### src/rtl/uart_rx_pkg.sv
// Shared state encoding and constants for the UART receive engine.
package uart_rx_pkg;

  typedef enum logic [2:0] {
    IDLE,
    START,
    DATA,
    PARITY,
    STOP,
    BREAK
  } rx_state_e;

  localparam int MIN_CYCLES_PER_BIT = 4;

  localparam logic [1:0] PARITY_NONE = 2'b00;
  localparam logic [1:0] PARITY_EVEN = 2'b01;
  localparam logic [1:0] PARITY_ODD  = 2'b10;

endpackage

### src/rtl/uart_rx_fifo.sv
// First-word-fall-through byte FIFO; a push while full is dropped unless a pop
// frees the slot in the same cycle.
module uart_rx_fifo
  import uart_rx_pkg::*;
#(
  parameter int DEPTH = 8
) (
  input  logic                     clk,
  input  logic                     rst,
  input  logic                     push,
  input  logic [7:0]               push_data,
  input  logic                     pop,
  output logic [7:0]               head,
  output logic                     full,
  output logic                     empty,
  output logic [$clog2(DEPTH):0]   count
);

  localparam int AW = $clog2(DEPTH);
  localparam int CW = AW + 1;

  logic [7:0]    mem_q [DEPTH];
  logic [7:0]    mem_d [DEPTH];
  logic [AW-1:0] wr_ptr_q, wr_ptr_d;
  logic [AW-1:0] rd_ptr_q, rd_ptr_d;
  logic [CW-1:0] count_q, count_d;
  logic          do_push, do_pop;

  assign empty   = (count_q == '0);
  assign full    = (count_q == CW'(DEPTH));
  assign do_pop  = pop && !empty;
  assign do_push = push && (!full || do_pop);
  assign head    = empty ? 8'h00 : mem_q[rd_ptr_q];
  assign count   = count_q;

  always_comb begin
    mem_d    = mem_q;
    wr_ptr_d = wr_ptr_q;
    rd_ptr_d = rd_ptr_q;
    count_d  = count_q;
    if (do_push) begin
      mem_d[wr_ptr_q] = push_data;
      wr_ptr_d        = wr_ptr_q + 1'b1;
    end
    if (do_pop) begin
      rd_ptr_d = rd_ptr_q + 1'b1;
    end
    case ({do_push, do_pop})
      2'b10:   count_d = count_q + 1'b1;
      2'b01:   count_d = count_q - 1'b1;
      default: count_d = count_q;
    endcase
  end

  always_ff @(posedge clk) begin
    if (rst) begin
      wr_ptr_q <= '0;
      rd_ptr_q <= '0;
      count_q  <= '0;
    end else begin
      wr_ptr_q <= wr_ptr_d;
      rd_ptr_q <= rd_ptr_d;
      count_q  <= count_d;
    end
  end

  // Storage needs no reset: head is masked to zero while the FIFO is empty.
  always_ff @(posedge clk) begin
    mem_q <= mem_d;
  end

endmodule

### src/rtl/uart_rx_engine.sv
// UART receive engine: 2-flop synchroniser, 8-bit frame FSM and receive FIFO.
// Define UART_RX_PARITY_EN to add parity_mode, parity_error and the PARITY state.
module uart_rx_engine
  import uart_rx_pkg::*;
#(
  parameter int CLOCK_SCALE_WIDTH = 16,
  parameter int FIFO_DEPTH        = 8
) (
  input  logic                          clk,
  input  logic                          rst,
  input  logic                          rx_enable,
  input  logic [CLOCK_SCALE_WIDTH-1:0]  cycles_per_bit,
  input  logic                          uart_rx,
  output logic [7:0]                    data_out,
  output logic                          data_valid,
  input  logic                          data_read,
  output logic [$clog2(FIFO_DEPTH):0]   fifo_count,
  output logic                          frame_error,
  output logic                          overflow,
`ifdef UART_RX_PARITY_EN
  input  logic [1:0]                    parity_mode,
  output logic                          parity_error,
`endif
  input  logic                          clear_errors
);

  localparam int            CW    = CLOCK_SCALE_WIDTH;
  localparam logic [CW-1:0] MIN_P = CW'(MIN_CYCLES_PER_BIT);

  rx_state_e     state_q, state_d;
  logic          sync1_q, sync1_d, rxs_q, rxs_d, rxs_prev_q, rxs_prev_d;
  logic [CW-1:0] cnt_q, cnt_d, period_q, period_d;
  logic [2:0]    bit_idx_q, bit_idx_d;
  logic [7:0]    shift_q, shift_d;
  logic          frame_error_q, frame_error_d, overflow_q, overflow_d;
  logic          push, frame_set, fifo_full, fifo_empty, rxs_fall, bit_end;

`ifdef UART_RX_PARITY_EN
  logic parity_error_q, parity_error_d, parity_bad_q, parity_bad_d;
  logic parity_set, parity_on, parity_exp;

  assign parity_on    = (parity_mode == PARITY_EVEN) || (parity_mode == PARITY_ODD);
  assign parity_exp   = (^shift_q) ^ (parity_mode == PARITY_ODD);
  assign parity_error = parity_error_q;
`endif

  assign sync1_d    = uart_rx;
  assign rxs_d      = sync1_q;
  assign rxs_prev_d = rxs_q;
  assign rxs_fall   = rxs_prev_q & ~rxs_q;
  assign bit_end    = (cnt_q == period_q - 1'b1);

  always_comb begin
    state_d   = state_q;
    cnt_d     = cnt_q + 1'b1;
    period_d  = period_q;
    bit_idx_d = bit_idx_q;
    shift_d   = shift_q;
    push      = 1'b0;
    frame_set = 1'b0;
`ifdef UART_RX_PARITY_EN
    parity_bad_d = parity_bad_q;
    parity_set   = 1'b0;
`endif
    case (state_q)
      IDLE: begin
        cnt_d = '0;
        if (rxs_fall) begin
          state_d  = START;
          period_d = (cycles_per_bit < MIN_P) ? MIN_P : cycles_per_bit;
        end
      end
      START: begin
        if (cnt_q == (period_q >> 1)) begin
          if (rxs_q) begin
            state_d = IDLE;
          end else begin
            state_d   = DATA;
            cnt_d     = '0;
            bit_idx_d = '0;
`ifdef UART_RX_PARITY_EN
            parity_bad_d = 1'b0;
`endif
          end
        end
      end
      DATA: begin
        if (bit_end) begin
          cnt_d              = '0;
          shift_d[bit_idx_q] = rxs_q;
          bit_idx_d          = bit_idx_q + 1'b1;
          if (bit_idx_q == 3'd7) begin
`ifdef UART_RX_PARITY_EN
            state_d = parity_on ? PARITY : STOP;
`else
            state_d = STOP;
`endif
          end
        end
      end
`ifdef UART_RX_PARITY_EN
      PARITY: begin
        if (bit_end) begin
          cnt_d   = '0;
          state_d = STOP;
          if (rxs_q != parity_exp) begin
            parity_set   = 1'b1;
            parity_bad_d = 1'b1;
          end
        end
      end
`endif
      STOP: begin
        if (bit_end) begin
          cnt_d = '0;
          if (rxs_q) begin
`ifdef UART_RX_PARITY_EN
            push = !parity_bad_q;
`else
            push = 1'b1;
`endif
            state_d = IDLE;
          end else begin
            frame_set = 1'b1;
            state_d   = BREAK;
          end
        end
      end
      // A held-low line must return high before another start bit is accepted.
      BREAK: begin
        cnt_d = '0;
        if (rxs_q) begin
          state_d = IDLE;
        end
      end
      default: state_d = IDLE;
    endcase
    if (!rx_enable) begin
      state_d   = IDLE;
      push      = 1'b0;
      frame_set = 1'b0;
`ifdef UART_RX_PARITY_EN
      parity_set = 1'b0;
`endif
    end
  end

  // Set events win over a simultaneous clear.
  assign frame_error_d = (frame_error_q & ~clear_errors) | frame_set;
  assign overflow_d    = (overflow_q & ~clear_errors) | (push & fifo_full & ~data_read);

  always_ff @(posedge clk) begin
    if (rst) begin
      sync1_q       <= 1'b1;
      rxs_q         <= 1'b1;
      rxs_prev_q    <= 1'b1;
      state_q       <= IDLE;
      cnt_q         <= '0;
      period_q      <= MIN_P;
      bit_idx_q     <= '0;
      shift_q       <= '0;
      frame_error_q <= 1'b0;
      overflow_q    <= 1'b0;
    end else begin
      sync1_q       <= sync1_d;
      rxs_q         <= rxs_d;
      rxs_prev_q    <= rxs_prev_d;
      state_q       <= state_d;
      cnt_q         <= cnt_d;
      period_q      <= period_d;
      bit_idx_q     <= bit_idx_d;
      shift_q       <= shift_d;
      frame_error_q <= frame_error_d;
      overflow_q    <= overflow_d;
    end
  end

`ifdef UART_RX_PARITY_EN
  assign parity_error_d = (parity_error_q & ~clear_errors) | parity_set;

  always_ff @(posedge clk) begin
    if (rst) begin
      parity_error_q <= 1'b0;
      parity_bad_q   <= 1'b0;
    end else begin
      parity_error_q <= parity_error_d;
      parity_bad_q   <= parity_bad_d;
    end
  end
`endif

  uart_rx_fifo #(
    .DEPTH(FIFO_DEPTH)
  ) u_fifo (
    .clk       (clk),
    .rst       (rst),
    .push      (push),
    .push_data (shift_q),
    .pop       (data_read),
    .head      (data_out),
    .full      (fifo_full),
    .empty     (fifo_empty),
    .count     (fifo_count)
  );

  assign data_valid  = ~fifo_empty;
  assign frame_error = frame_error_q;
  assign overflow    = overflow_q;

endmodule

### config.mk
export PLATFORM = sky130hd
export DESIGN_NAME = uart_rx_engine
export DESIGN_NICKNAME = d
export VERILOG_FILES = /design/src/rtl/uart_rx_pkg.sv /design/src/rtl/uart_rx_fifo.sv /design/src/rtl/uart_rx_engine.sv
export SDC_FILE = /design/constraint.sdc
export NUM_CORES = 1
export LEC_CHECK = 0
export BUFFER_PORTS_ARGS = -buffer_cell sky130_fd_sc_hd__buf_4
export CAP_MARGIN = 20
export CORE_MARGIN = 2
export CORE_UTILIZATION = 45
export CTS_CLUSTER_DIAMETER = 60
export DETAILED_ROUTE_END_ITERATION = 8
export GPL_TIMING_DRIVEN = 0
export HOLD_SLACK_MARGIN = 0.02
export PLACE_DENSITY = 0.69
export SLEW_MARGIN = 20
export SYNTH_ARGS = -nofsm -noshare
export SYNTH_HDL_FRONTEND = slang
export SYNTH_SLANG_ARGS = --single-unit
### constraint.sdc
create_clock -name clk -period 9.9 [get_ports clk]
set_input_delay 1.98 -clock clk [delete_from_list [all_inputs] [get_ports clk]]
set_output_delay 1.98 -clock clk [all_outputs]
set_load 0.005 [all_outputs]
# After elaboration in Yosys (flattened, before gate mapping)
# Cells that the tools add are included.
totals:
  register_bits: 125
  output_inout_bits: 15
  elab_cells: 120
op_classes:
  add_sub_neg: 7
  order_cmp: 6
  eq_ne: 17
  mux: 37
  bitwise_logic: 14
  reduce_logical: 18
op_table:
  columns: ["operator", "n"]
  rows:
  - ["$bwmux W64", 1]
  - ["$mux W16", 4]
  - ["$pmux W16 S3", 1]
  - ["$mux W8", 4]
  - ["$mux W3", 10]
  - ["$bmux W8 S3", 1]
  - ["$demux W8 S3", 1]
  - ["$add A16 B1 Y16 const B", 1]
  - ["$eq A16 B15 Y1", 1]
  - ["$eq A16 B16 Y1", 1]
  - ["$lt A16 B3 Y1 const B", 1]
  - ["$sub A16 B1 Y16 const B", 1]
  - ["$pmux W3 S5", 1]
  - ["$ne A2 B2 Y1 const B", 7]
  - ["$add A3 B1 Y3 const B", 3]
  - ["$eq A3 B3 Y1 const B", 3]
  - ["$mux W1", 9]
  - ["$bwmux W8", 1]
  - ["$ge A4 B4 Y1 const B", 2]
  - ["$not A3 Y4", 2]
  - ["$pmux W4 S2", 1]
  - ["$pmux W3 S2", 1]
  - ["$reduce_and A6 Y1", 1]
  - ["$reduce_or A2 Y1", 3]
  - ["23 further kinds", 38]

# Longest topological paths before layout
logic_depth:
  ltp_word: 8
  ltp_mapped: 18
  mapped_depth_nobuf: 16

# By module
# From an unflattened synthesis, not the netlist that was laid out.
hier_totals:
  hier_cells: 548
  hier_area_um2: 6002.0
modules_own_cells:
  columns: ["module", "instances", "cells_each", "area_per_inst_um2", "seq_area_each_um2"]
  rows:
  - ["uart_rx_fifo", 1, 170, 3024.2, 2122.0]
  - ["uart_rx_engine", 1, 378, 2977.9, 1021.0]

# Least setup slack after synthesis
# OpenSTA, ideal clock, no wires.
synth_path:
  path_type: "reg-to-output"
  startpoint: "register u_fifo.rd_ptr_q[0]"
  endpoint: "output port data_out[6]"
  arrival_ns: 2.034
  t_required_ns: 7.920
  path_slack_ns: 5.886
  stages_incl_launch_ff: 6
  n_path_buf: 2
  path_cell_list: "dfxtp_1 -> clkbuf_1 -> buf_1 -> mux4_2 -> mux2i_1 -> nor2_1"
synth_via:
  elab_chain_len: 5
synth_rtl:
  columns: ["item", "line_no", "text"]
  rows:
  - ["start: declaration", "uart_rx_fifo.sv:25", "logic [AW-1:0] rd_ptr_q, rd_ptr_d;"]
  - ["start signal: assignment", "uart_rx_fifo.sv:62", "rd_ptr_q <= rd_ptr_d;"]
  - ["$not A3 Y4 (implied by the code)", "uart_rx_fifo.sv:33", "assign head = empty ? 8'h00 : mem_q[rd_ptr_q];"]
  - ["$bmux W8 S3", "uart_rx_fifo.sv:33", null]
  - ["$mux W8 (implied by the code) (2 in a row)", "uart_rx_fifo.sv:33", null]
  - ["$mux W8", "uart_rx_fifo.sv:33", null]
  - ["end: declaration", "uart_rx_engine.sv:14", "output logic [7:0] data_out,"]
# No other way between the ends. The select of a mux whose other input is x is not followed.

# Worst setup path after layout
# Ends and elaborated chain as after synthesis.

==> metrics.txt <==
post-synthesis sequential area ratio 50.45%; post-route insts no fill a little over 800; DRT antenna net count 0; clk buf depth 2; status finished clean; CTS tree yes; Root Driver clkbuf_16; Diodes inserted 0; final estimated routing congestion in global placement approximately 0.92; syn nets approximately 600; CP cell instances clkbuf_1, buf_1, mux4_2, mux2i_1, nor2_1, buf_4; Placed Area between 6000 and 7000 um^2; Clk Latency, worst-skew pair ~420 ps; initial DRC count about 350; synthesized area per cell roughly 11 um^2; P_leak 0.002539 uW; CP max stage delay roughly 690 ps; RSZ-0062 raised after global routing false; I/O pins 37; Cells after DPL around 790; vias after detailed routing between 4000 and 5000; Die Footprint around 15000 um^2; DR WL/cell 17.32 um; Synth area leader edfxtp_1; clock skew ~8.3 ps; Synth Register Bits approximately 130; Yosys cell types 61; post-CTS setup buffers 0; Vias/cell 5.623; drt drc 0; TritonCTS Buffers 17; Hold Buf Count CTS 0; Final Cell Area between 7000 and 8000 um^2; Total Routing Usage GR about a fifth; final max-slew violation count 0; minimum clock period roughly 5000 ps; share of layout cells above drive strength 1 about 17%; Worst Path Required roughly 7900 ps; Yosys top cell area share a little under a third; H-tree levels 4; Crit Path Class reg -> out; max frequency around 0.20 GHz; Rel. slew slack around 43%; Initial Util a little under half; clock sink count 125; synth top area cells edfxtp_1 (31%), dfxtp_1 (20%), mux4_2 (5.8%), xor2_1 (4.9%), mux2i_1 (2.7%); Rows 42; Final Hold Vio Count 0; Routed WL about 14000 um; pin count of the biggest net entering global routing 17; PortBufs 36; PwrDens between 150 and 200 nW/um^2; Syn Std Cell Area 6230 um^2; vias in the first global route approximately 4400; final net count ~670; setup TNS 0 ps; Pre-antenna DRT Iters 7; CP endpoint kind primary output; Async SR Flop Fraction 0%; number of synthesized flops with an enable pin 64; post-route clock period utilization 49.74%; type of origin of the critical path register; Post-DP HPWL about 10000 um; Yosys warnings 0; clock-pin transition on the worst setup and hold timing paths around 60 ps; Layout area overhead 17.81%; Min-Delay Path Class reg -> reg; VDD IR max about 0.10 mV; crit path DAT about 2900 ps; Max Cap Viol 0; Die X ~120 um; Worst Max-Slew Pin Slew approximately 850 ps; Top FF cell, synth edfxtp_1; Critical-path top delay cell buf_1; initial antenna violation count 0; Gate Count Post-Synth just under 600; FILL cells ~1200; GRT overflow 0; largest fanout on the critical path 10; DIE HEIGHT ~120 um; core area approximately 13000 um^2; endpoints failing setup 0; first-pass GRT wire length ~23000 um; post_cts resized 0
cells in the mapped netlist, types with 5 or more instances:
cell      number
buf_2          5
or4_1          5
nand2_1       45
dfxtp_1       61
nor3_1        26
ha_1           9
o21ai_0       10
inv_1         12
o211ai_1       5
o31ai_1        5
edfxtp_1      64
nor3b_1        5
nand3_1       18
nor4_1        11
nand4_1        7
nand2b_1      14
and3_1         8
xnor2_1       18
a21oi_1       23
clkbuf_1      30
xor2_1        35
or3_1          7
nor2b_1       11
nor2_1        42
buf_1          5
mux2i_1       17
mux4_2        16
power breakdown:
group | internal, uW | switching (uW) | leakage [uW]
Clock | 344 | 233 | 0.000261
Combinational | 20.6 | 31.8 | 0.00119
Sequential | 542 | 2.61 | 0.00109
area by class of cell:
cell class	instances	area, um^2	area share [%]
Sequential cell	125	3143	42.82
Multi-Input combinational cell	398	2909	39.64
Clock buffer	18	429.2	5.847
Timing Repair Buffer	40	295.3	4.023
Tap cell	176	220.2	3.000
Buffer	42	178.9	2.438
Clock inverter	13	118.9	1.620
Inverter	12	45.04	0.6137
cells in the final DEF (no fill, tap or decap), types with 9 or more instances in the layout:
cell type,netlist,layout
mux2i_1,17,17
nor2_1,42,42
nand2b_1,14,14
inv_1,12,12
xnor2_1,18,18
ha_1,9,9
buf_4,0,38
a21oi_1,23,23
clkbuf_1,30,31
clkbuf_16,0,17
nor2b_1,11,11
xor2_1,35,35
edfxtp_1,64,64
o21ai_0,10,10
dfxtp_1,61,61
mux4_2,16,16
nand2_1,45,45
nand3_1,18,18
nor3_1,26,26
state kept, by name (all words and copies together) (netlist names), 3 cells and up:
name and flops:
u_fifo.mem_q 64, u_fifo.count 4, bit_idx_q 3, shift_q 8, u_fifo.rd_ptr_q 3, cnt_q 16
u_fifo.wr_ptr_q 3, state_q 3, period_q 16
through the flow:
| stage | setup slack (ps) | total power [uW] | utilization [%] | hold WS, ps |
|---|---|---|---|---|
| floorplan | 5886 | 588.3 | - | 389.5 |
| global placement | 4898 | 605.6 | 50.15 | 393.3 |
| detailed placement | 5296 | 606.9 | 50.68 | 397.7 |
| CTS | 4848 | 1180 | 54.77 | 411.7 |
| global route | 4667 | 1206 | 54.77 | 421.4 |
| finish | 4976 | 1174 | 54.77 | 410.8 |
kinds of logic after synthesis:
family | synth area share, %
simple gates | 20.17
flops | 50.45
compound gates | 7.833
buf+inv | 3.595
xor+xnor | 7.451
mux | 8.697
fa+ha+maj | 1.808
critical path: cells and delay by family, from the launching register on:
| kind | cells | cell delay (ps) |
|---|---|---|
| buf+inv | 3 | 1350 |
| mux | 2 | 800 |
| flops | 1 | 330 |
| simple gates | 1 | 60 |
worst paths after layout:
kind	cells past startpoint	from	end	slack (ps)
min reg2reg	1	rxs_d	rxs_prev_d	410
max	6	u_fifo.rd_ptr_q[0]	data_out[6]	4980
min	1	rxs_d	rxs_prev_d	410
max reg2reg	18	period_q[1]	u_fifo.count[2]	5260
layer usage:
metal	global-route usage (%)	part of all wire [%]	vias up	wire length (um)
li1	-	-	2235	-
met1	29.30	47	2238	6704
met2	31.64	46	139	6527
met3	4.354	5.7	21	810
met4	7.328	1.6	0	227
met5	0	0	-	0
(Power assumes the default switching activity.)
